--- config.mk ---
export PLATFORM = sky130hd
export DESIGN_NAME = acumulador_productos_flat
export DESIGN_NICKNAME = d
export VERILOG_FILES = /design/src/rtl/acumulador_productos_if.sv /design/src/rtl/acumulador_productos.sv /design/src/flat_wrapper.sv
export SDC_FILE = /design/constraint.sdc
export NUM_CORES = 1
export LEC_CHECK = 0
export CORE_ASPECT_RATIO = 1.4
export CORE_MARGIN = 3
export CORE_UTILIZATION = 30
export CTS_CLUSTER_DIAMETER = 50
export CTS_CLUSTER_SIZE = 10
export DETAILED_ROUTE_END_ITERATION = 6
export PLACE_DENSITY = 0.58
export SLEW_MARGIN = 20
export SYNTH_ARGS = -nofsm -noshare
export SYNTH_HDL_FRONTEND = slang
export SYNTH_SLANG_ARGS = --single-unit
--- constraint.sdc ---
create_clock -name clk -period 3.69 [get_ports clk]
set_input_delay 0.369 -clock clk [delete_from_list [all_inputs] [get_ports clk]]
set_output_delay 0.369 -clock clk [all_outputs]
set_load 0.01 [all_outputs]
--- src/rtl/acumulador_productos_if.sv ---
// Valid/ready bundle between the multiplier and the product accumulator.
// The master drives products and consumes results; the slave is the accumulator.
interface acumulador_productos_if #(
    parameter int ANCHO_PROD   = 16,
    parameter int ANCHO_CUENTA = 3
);
    logic signed [ANCHO_PROD-1:0] producto;
    logic                         producto_valido;
    logic                         listo;
    logic signed [15:0]           salida;
    logic                         salida_valida;
    logic                         salida_tomada;
    logic                         saturado;
    logic [ANCHO_CUENTA-1:0]      cuenta;

    modport master (
        output producto, producto_valido, salida_tomada,
        input  listo, salida, salida_valida, saturado, cuenta
    );

    modport slave (
        input  producto, producto_valido, salida_tomada,
        output listo, salida, salida_valida, saturado, cuenta
    );
endinterface

--- src/rtl/acumulador_productos.sv ---
// Windowed MAC back-end: sums N_MUESTRAS signed products, shifts, saturates to 16 bits.
// Optional round-half-up before the shift when ACUM_REDONDEO_EN is defined.
module acumulador_productos #(
    parameter int ANCHO_PROD = 16,
    parameter int ANCHO_ACC  = 24,
    parameter int N_MUESTRAS = 4,
    parameter int DESPLAZA   = 0
) (
    input logic clk,
    input logic reset,
    acumulador_productos_if.slave bus
);
    localparam int CW = $clog2(N_MUESTRAS + 1);
    localparam logic [CW-1:0] ULTIMA = CW'(N_MUESTRAS - 1);
    localparam logic signed [ANCHO_ACC:0] MAXV = (ANCHO_ACC + 1)'(32767);
    localparam logic signed [ANCHO_ACC:0] MINV = (ANCHO_ACC + 1)'(-32768);

    typedef enum logic {
        ACUMULA = 1'b0,
        ENTREGA = 1'b1
    } estado_t;

    estado_t                     r_estado, w_estado_sig;
    logic signed [ANCHO_ACC-1:0] r_acc, w_acc_sig, w_suma;
    logic signed [ANCHO_ACC:0]   w_ext, w_t;
    logic [CW-1:0]               r_cuenta, w_cuenta_sig;
    logic signed [15:0]          r_salida, w_salida_sig, w_sal_calc;
    logic                        r_valida, w_valida_sig;
    logic                        r_sat, w_sat_sig, w_sat_calc;

    assign w_suma = r_acc + ANCHO_ACC'(bus.producto);
    assign w_ext  = (ANCHO_ACC + 1)'(w_suma);

    // One extra bit keeps the rounding add from overflowing
`ifdef ACUM_REDONDEO_EN
    generate
        if (DESPLAZA > 0) begin : g_redondeo
            localparam logic signed [ANCHO_ACC:0] MEDIO =
                (ANCHO_ACC + 1)'(1) << (DESPLAZA - 1);
            assign w_t = (w_ext + MEDIO) >>> DESPLAZA;
        end else begin : g_trunc
            assign w_t = w_ext >>> DESPLAZA;
        end
    endgenerate
`else
    assign w_t = w_ext >>> DESPLAZA;
`endif

    always_comb begin
        w_sal_calc = w_t[15:0];
        w_sat_calc = 1'b0;
        if (w_t > MAXV) begin
            w_sal_calc = 16'sh7fff;
            w_sat_calc = 1'b1;
        end else if (w_t < MINV) begin
            w_sal_calc = 16'sh8000;
            w_sat_calc = 1'b1;
        end
    end

    always_comb begin
        w_estado_sig = r_estado;
        w_acc_sig    = r_acc;
        w_cuenta_sig = r_cuenta;
        w_salida_sig = r_salida;
        w_sat_sig    = r_sat;
        w_valida_sig = r_valida;
        unique case (r_estado)
            ACUMULA: begin
                if (bus.producto_valido) begin
                    w_acc_sig    = w_suma;
                    w_cuenta_sig = r_cuenta + 1'b1;
                    if (r_cuenta == ULTIMA) begin
                        w_salida_sig = w_sal_calc;
                        w_sat_sig    = w_sat_calc;
                        w_valida_sig = 1'b1;
                        w_estado_sig = ENTREGA;
                    end
                end
            end
            ENTREGA: begin
                if (bus.salida_tomada) begin
                    w_valida_sig = 1'b0;
                    w_acc_sig    = '0;
                    w_cuenta_sig = '0;
                    w_estado_sig = ACUMULA;
                end
            end
            default: ;
        endcase
    end

    always_ff @(posedge clk) begin
        if (reset) r_estado <= ACUMULA;
        else       r_estado <= w_estado_sig;
    end

    always_ff @(posedge clk) begin
        if (reset) begin
            r_acc    <= '0;
            r_cuenta <= '0;
            r_salida <= '0;
            r_sat    <= 1'b0;
            r_valida <= 1'b0;
        end else begin
            r_acc    <= w_acc_sig;
            r_cuenta <= w_cuenta_sig;
            r_salida <= w_salida_sig;
            r_sat    <= w_sat_sig;
            r_valida <= w_valida_sig;
        end
    end

    assign bus.listo         = (r_estado == ACUMULA) && !reset;
    assign bus.salida        = r_salida;
    assign bus.salida_valida = r_valida;
    assign bus.saturado      = r_sat;
    assign bus.cuenta        = r_cuenta;
endmodule

--- src/flat_wrapper.sv ---
// flat-port wrapper written by rule: the top's interface ports become plain ports
module acumulador_productos_flat 
#(
    parameter int ANCHO_PROD = 16,
    parameter int ANCHO_ACC  = 24,
    parameter int N_MUESTRAS = 4,
    parameter int DESPLAZA   = 0
)
  (clk, reset, bus_producto, bus_producto_valido, bus_salida_tomada, bus_listo, bus_salida, bus_salida_valida, bus_saturado, bus_cuenta);
  acumulador_productos_if #(.ANCHO_PROD(ANCHO_PROD), .ANCHO_CUENTA(3)) bus_i ();
  input logic clk;
  input logic reset;
  input wire logic [$bits(bus_i.producto)-1:0] bus_producto;
  input wire logic [$bits(bus_i.producto_valido)-1:0] bus_producto_valido;
  input wire logic [$bits(bus_i.salida_tomada)-1:0] bus_salida_tomada;
  output wire logic [$bits(bus_i.listo)-1:0] bus_listo;
  output wire logic [$bits(bus_i.salida)-1:0] bus_salida;
  output wire logic [$bits(bus_i.salida_valida)-1:0] bus_salida_valida;
  output wire logic [$bits(bus_i.saturado)-1:0] bus_saturado;
  output wire logic [$bits(bus_i.cuenta)-1:0] bus_cuenta;
  assign bus_i.producto = bus_producto;
  assign bus_i.producto_valido = bus_producto_valido;
  assign bus_i.salida_tomada = bus_salida_tomada;
  assign bus_listo = bus_i.listo;
  assign bus_salida = bus_i.salida;
  assign bus_salida_valida = bus_i.salida_valida;
  assign bus_saturado = bus_i.saturado;
  assign bus_cuenta = bus_i.cuenta;
  acumulador_productos #(.ANCHO_PROD(ANCHO_PROD), .ANCHO_ACC(ANCHO_ACC), .N_MUESTRAS(N_MUESTRAS), .DESPLAZA(DESPLAZA)) u_core (.clk(clk), .reset(reset), .bus(bus_i));
endmodule
==> results of run 1 <==
[area by class of cell]
class | instances | area (sq um) | area share (%)
Clock buffer | 6 | 129 | 3.09
Clock inverter | 1 | 7.51 | 0.180
Inverter | 7 | 26.3 | 0.631
Multi-Input combinational cell | 345 | 2380 | 57.1
Sequential cell | 46 | 921 | 22.1
Tap cell | 144 | 180 | 4.33
Timing Repair Buffer | 56 | 523 | 12.6
[kinds of logic after synthesis]
kind of cell,after synthesis,synth area share [%]
xor+xnor,14,3.51
flops,46,26.3
buf+inv,32,5.79
mux,1,0.322
simple gates,160,22.8
compound gates,144,31.7
fa+ha+maj,26,9.51
[through the flow]
| stage | hold slack [ns] | instance area [sq um] | setup slack (ns) | power, mW | std cells |
|---|---|---|---|---|---|
| floorplan | 0.459 | 3500 | 0.671 | 1.15 | 423 |
| global placement | 0.449 | 4030 | 0.162 | 1.33 | 598 |
| detailed placement | 0.450 | 4030 | 0.125 | 1.34 | 598 |
| CTS | 0.459 | 4170 | 0.418 | 1.79 | 605 |
| global route | 0.477 | 4170 | 0.161 | 1.89 | 605 |
| finish | 0.459 | 4170 | 0.391 | 1.78 | 605 |
[state kept, by name, indices dropped and copies added (netlist names)]
register / flops
u_core.bus.salida_valida: 1
u_core.bus.salida: 16
u_core.bus.cuenta: 3
u_core.bus.saturado: 1
u_core.r_estado: 1
u_core.r_acc: 24
[cells in the final DEF (no fill, tap or decap), drive strengths merged, types with 12 or more instances in the layout]
| master | netlist | final |
|---|---|---|
| dfxtp | 46 | 46 |
| o21ai | 28 | 28 |
| nor2 | 83 | 83 |
| nand3 | 12 | 12 |
| buf | 12 | 15 |
| o22ai | 15 | 15 |
| a22oi | 19 | 19 |
| a21oi | 28 | 28 |
| clkdlybuf4s50 | 0 | 41 |
| ha | 25 | 25 |
| nand2 | 31 | 31 |
[worst paths after layout]
path / slack, ns / startpoint / depth (start not counted) / to
setup / recovery: 0.39 / bus_producto[15] / 11 / u_core.bus.salida[10]
hold / removal: 0.46 / u_core.bus.salida_valida / 2 / u_core.bus.salida_valida
setup reg to reg: 0.64 / u_core.r_acc[0] / 11 / u_core.bus.salida[10]
hold reg to reg: 0.46 / u_core.bus.salida_valida / 2 / u_core.bus.salida_valida
[metal layers]
| metal | GRT usage [%] | up-vias | wire, um |
|---|---|---|---|
| met3 | 2.08 | 17 | 270 |
| li1 | - | 1622 | - |
| met1 | 17.7 | 1500 | 4190 |
| met4 | 7.08 | 0 | 348 |
| met5 | 0 | - | 0 |
| met2 | 27.1 | 66 | 5080 |
[tightest hold or removal path, stage by stage (launching register included)]
cell                      delay, ns
sky130_fd_sc_hd__dfxtp_1       0.31
sky130_fd_sc_hd__nand2_1       0.05
sky130_fd_sc_hd__a21oi_1       0.05
[power breakdown]
part,internal (mW),switching (mW),total (mW)
Sequential,0.541,0.0268,0.568
Combinational,0.307,0.459,0.765
Clock,0.248,0.196,0.444
==> flow_summary_export.csv, run 1 <==
group,metric,value,unit
timing,slew_violations,0,
drt,routed-via-count,3205,
placed_design,port_buffers,41,
synth,synth_enable_flop_cells,0,
floorplan,die_w,97.3,um
layout,layout.filler_cells,1184,
drt,avgViaCountPerCell,5.30,
setup_path,critPathRequiredTime,3.87,ns
global_routing,grt_antenna_before_repair,0,
min_path,timing.hold.worst.class,"reg2reg",
clock_tree,htree_levels,2,
setup_path,worst_setup_path_end_kind,"flip-flop",
synth,ys_warn_count,0,
synth,synthesis.instances,423,
timing,clock.fmax,303,MHz
synth,ys_seq_area_share,26.3,%
drt,drcViolationCount,0,
layout,n_antenna_cell,0,
layout,area_growth,19.1,%
placed_design,gp_routability_congestion,0.909,
global_routing,first_global_vias,3122,
synth,mappedNetlistNets,469,
setup_path,cpMaxStageDelayCell,"sky130_fd_sc_hd__clkdlybuf4s50_1",
drt,drt-pass1-iter-count,4,
layout,utilization,36.7,%
setup_path,cp_cell_sequence,"clkdlybuf4s50_1, ha_1, a21oi_1, a21boi_1, a311oi_2, o211ai_2, xnor2_1, nand3_1, nor4_4, buf_4, o22ai_2",
run_status,outcome,"finished, final reports clean",
setup_path,worst_path_dominant_cell_family,"compound AO/OA/AOI/OAI gates",
synth,synth.lib_cells_used.distinct,68,
synth,synth_top_area_share,26.3,%
floorplan,pin_count,42,
timing,min_period_over_period,89.4,%
clock_tree,tritoncts_clock_tree,"built",
global_routing,first_pass_grt_wire_length,15900,um
setup_path,critPathKind,"in2reg",
synth,synthesis.area_per_instance,8.27,sq um
global_routing,overflow_left_after_global_routing,0,
clock_tree,clock_insertion_delay_worst_skew,0.29,ns
synth,yosysMostFrequentCell,"sky130_fd_sc_hd__nor2_1",
clock_tree,clock_sinks,46,
floorplan,initial_core_util,30.9,%
layout,final_net_count,507,
drt,avgRoutedWirePerCell,16.3,um
clock_tree,worst_setup_hold_path_clk_slew,0.06,ns
global_routing,grt_start_max_net_pins,47,
setup_path,stage_delay_of_the_slowest_cell_on_the_critical_path,0.65,ns
timing,finalClockSkew,0.00461,ns
timing,grt_setup_unrepaired,"no",
clock_tree,postCtsSetupRepairBufs,0,
timing,total_of_endpoints_with_negative_setup_slack_in_the_final_report,0,
synth,yosys.area.top_type,"sky130_fd_sc_hd__dfxtp_1",
clock_tree,cts-resized-gates,0,
run,drv_cap,0,
clock_tree,ctsHoldBuffers,0,
synth,synth_flop_cell,"sky130_fd_sc_hd__dfxtp_1",
floorplan,fp-row-count,46,
drt,antenna_left,0,
setup_path,worstPathBufferInverterCount,2,
timing,max_slew.worst_pin.slew,0.552,ns
pwr,power_leakage,1.55,nW
pwr,vdd_ir_drop_max,0.208,mV
drt,detail_route.wirelength,9890,um
synth,yosys-top-cells-count,"sky130_fd_sc_hd__nor2_1, sky130_fd_sc_hd__dfxtp_1, sky130_fd_sc_hd__nand2_1, sky130_fd_sc_hd__a21oi_1, sky130_fd_sc_hd__ha_1",
synth,synth-async-reset-ratio,0,%
clock_tree,tritoncts.num_buffers,5,
setup_path,cp_startpoint_kind,"primary input",
placed_design,place.detailed.hpwl,7360,um
synth,register_bit_total_from_synthesis,46,
synth,synth_area,0.00350,sq mm
layout,drive_above_1_share,13.2,%
timing,fin_crit,3.30,ns
floorplan,design.core.area,0.0113,sq mm
synth,synth_area_leaders,"sky130_fd_sc_hd__dfxtp_1, sky130_fd_sc_hd__ha_1, sky130_fd_sc_hd__nor2_1, sky130_fd_sc_hd__a22oi_1, sky130_fd_sc_hd__a21oi_1",
timing,timing.max_slew.rel_slack,63.1,%
clock_tree,cts-root-to-sink-buffers,2,
timing,timing.setup.tns,0,ns
drt,initialDrtViolationCount,151,
setup_path,critical_path.max_fanout,10,
floorplan,chipHeight,134,um
pwr,power_density,427,mW/mm^2
setup_path,cp_data_arrival_time,3.48,ns
timing,hold_violations,0,
clock_tree,clockRootBuffer,"sky130_fd_sc_hd__clkbuf_16",
floorplan,total_die_area,0.0130,sq mm
global_routing,grt_util_all_layers,15.1,%
Note: power is estimated with default switching activity, not from simulation.
==> run 2, diff against run 1 <==
CTS_CLUSTER_SIZE = not set   (was 10)
==> results of run 2 <==
Final layout, timing and power as in run 1 (identical DEF).
==> run 3, diff against run 2 <==
GPL_TIMING_DRIVEN = 0   (was not set)
==> flow_summary_export.csv, run 3 (synthesis gave the netlist of run 1 again) <==
group,metric,value,unit
setup_path,critical_path.max_fanout,10,
global_routing,overflow_left_after_global_routing,0,
drt,avgViaCountPerCell,5.37,
pwr,power_leakage,1.59,nW
global_routing,first_global_vias,3335,
clock_tree,clock_insertion_delay_worst_skew,0.29,ns
layout,utilization,37.9,%
floorplan,fp-row-count,46,
run,drv_cap,0,
clock_tree,tritoncts.num_buffers,5,
clock_tree,htree_levels,2,
timing,clock.fmax,284,MHz
floorplan,total_die_area,0.0130,sq mm
timing,max_slew.worst_pin.slew,0.950,ns
timing,final.setup.worst_slack,0.166,ns
global_routing,grt_util_all_layers,16.0,%
timing,timing.setup.tns,0,ns
placed_design,gp_routability_congestion,0.859,
setup_path,cp_startpoint_kind,"primary input",
drt,routed-via-count,3316,
floorplan,initial_core_util,30.9,%
drt,antenna_left,0,
floorplan,pin_count,42,
drt,avgRoutedWirePerCell,16.8,um
global_routing,first_pass_grt_wire_length,16800,um
timing,hold_ws,0.462,ns
clock_tree,clockRootBuffer,"sky130_fd_sc_hd__clkbuf_16",
min_path,timing.hold.worst.class,"reg2reg",
layout,drive_above_1_share,13.1,%
clock_tree,worst_setup_hold_path_clk_slew,0.07,ns
placed_design,detailedPlace.worstSlack,-0.255,ns
pwr,post-layout-total-power,1.88,mW
global_routing,grt_start_max_net_pins,15,
layout,layout.filler_cells,1151,
clock_tree,cts-root-to-sink-buffers,2,
setup_path,cp_data_arrival_time,3.74,ns
floorplan,chipHeight,134,um
drt,drcViolationCount,0,
setup_path,worst_setup_path_end_kind,"flip-flop",
layout,most_frequent_cells_in_the_layout,"sky130_fd_sc_hd__nor2_1, sky130_fd_sc_hd__dfxtp_1, sky130_fd_sc_hd__clkdlybuf4s50_1, sky130_fd_sc_hd__nand2_1",
layout,most_frequent_standard_cell_in_the_layout_excluding_fill_and_tap_cells,"sky130_fd_sc_hd__nor2_1",
clock_tree,tritoncts_clock_tree,"built",
drt,drt-pass1-iter-count,4,
setup_path,critPathKind,"in2reg",
layout,final_net_count,519,
layout,largest_register_ff_count,24,
layout,regMostFlops,"u_core.r_acc",
pwr,power_density,438,mW/mm^2
timing,slew_violations,0,
layout,n_antenna_cell,0,
clock_tree,clock_sinks,46,
pwr,vdd_ir_drop_max,0.206,mV
layout,number_of_standard_cells_in_the_layout_taps_in_and_fillers_out,618,
floorplan,design.core.area,0.0113,sq mm
run_status,outcome,"finished, final reports clean",
drt,detail_route.wirelength,10400,um
layout,design_area,0.00429,sq mm
timing,grt_setup_unrepaired,"no",
timing,finalClockSkew,0.00579,ns
placed_design,post_dp_cell_area,0.00408,sq mm
timing,fin_crit,3.52,ns
drt,initialDrtViolationCount,129,
global_routing,grt_antenna_before_repair,0,
floorplan,die_w,97.3,um
timing,min_period_over_period,95.5,%
timing,hold_violations,0,
placed_design,place_inst,607,
placed_design,place.detailed.hpwl,7990,um
placed_design,port_buffers,40,
layout,area_growth,22.7,%
timing,total_of_endpoints_with_negative_setup_slack_in_the_final_report,0,
timing,timing.max_slew.rel_slack,36.7,%
setup_path,critPathRequiredTime,3.91,ns
[run 3: critical path, stage by stage]
cell,delay [ns]
sky130_fd_sc_hd__clkdlybuf4s50_1,0.41
sky130_fd_sc_hd__ha_1,0.25
sky130_fd_sc_hd__fa_1,0.46
sky130_fd_sc_hd__a211oi_2,0.24
sky130_fd_sc_hd__nor2_1,0.13
sky130_fd_sc_hd__o31ai_4,0.39
sky130_fd_sc_hd__a211o_2,0.21
sky130_fd_sc_hd__o221ai_1,0.20
sky130_fd_sc_hd__nor4_1,0.43
sky130_fd_sc_hd__a41oi_4,0.24
sky130_fd_sc_hd__buf_6,0.22
sky130_fd_sc_hd__o22ai_2,0.18
[run 3: power by group]
part / internal, mW / switching, mW
logic: 0.321 / 0.469
clock network: 0.320 / 0.201
registers: 0.541 / 0.0277
[run 3: timing repair]
action / 4_1_cts / 5_1_grt
setup buffers: 0 / 3
endpoints found under the setup margin: 0 / 13
hold endpoints to repair: 0 / 0
hold buffers: 0 / 0
resized for setup: 0 / 4
[run 3: area by class of cell]
| cell class | count | area, sq um | share of cell area, % |
|---|---|---|---|
| clock inverter | 2 | 37.5 | 0.874 |
| tap | 144 | 180 | 4.20 |
| buffer | 25 | 176 | 4.11 |
| sequential | 46 | 921 | 21.5 |
| clock buffer | 6 | 129 | 3.00 |
| multi-input combinational | 345 | 2400 | 55.9 |
| timing repair buffer | 43 | 423 | 9.85 |
| inverter | 7 | 26.3 | 0.612 |
[run 3: layer usage]
layer	vias to the layer above	part of all wire, %	global-route usage, %
met5	-	0	0
met4	0	3.3	7.78
met3	19	2.6	2.39
met2	60	54	30.3
met1	1580	40	17.3
li1	1657	-	-
[run 3: path summary, 6_finish.rpt]
path / from / end / slack [ns] / cells after the start
worst max-delay path: bus_producto[0] / u_core.bus.salida[7] / 0.17 / 12
worst min-delay path: u_core.bus.salida_valida / u_core.bus.salida_valida / 0.46 / 2
worst max register to register: u_core.r_acc[0] / u_core.bus.salida[7] / 0.37 / 11
worst min register to register: u_core.bus.salida_valida / u_core.bus.salida_valida / 0.46 / 2
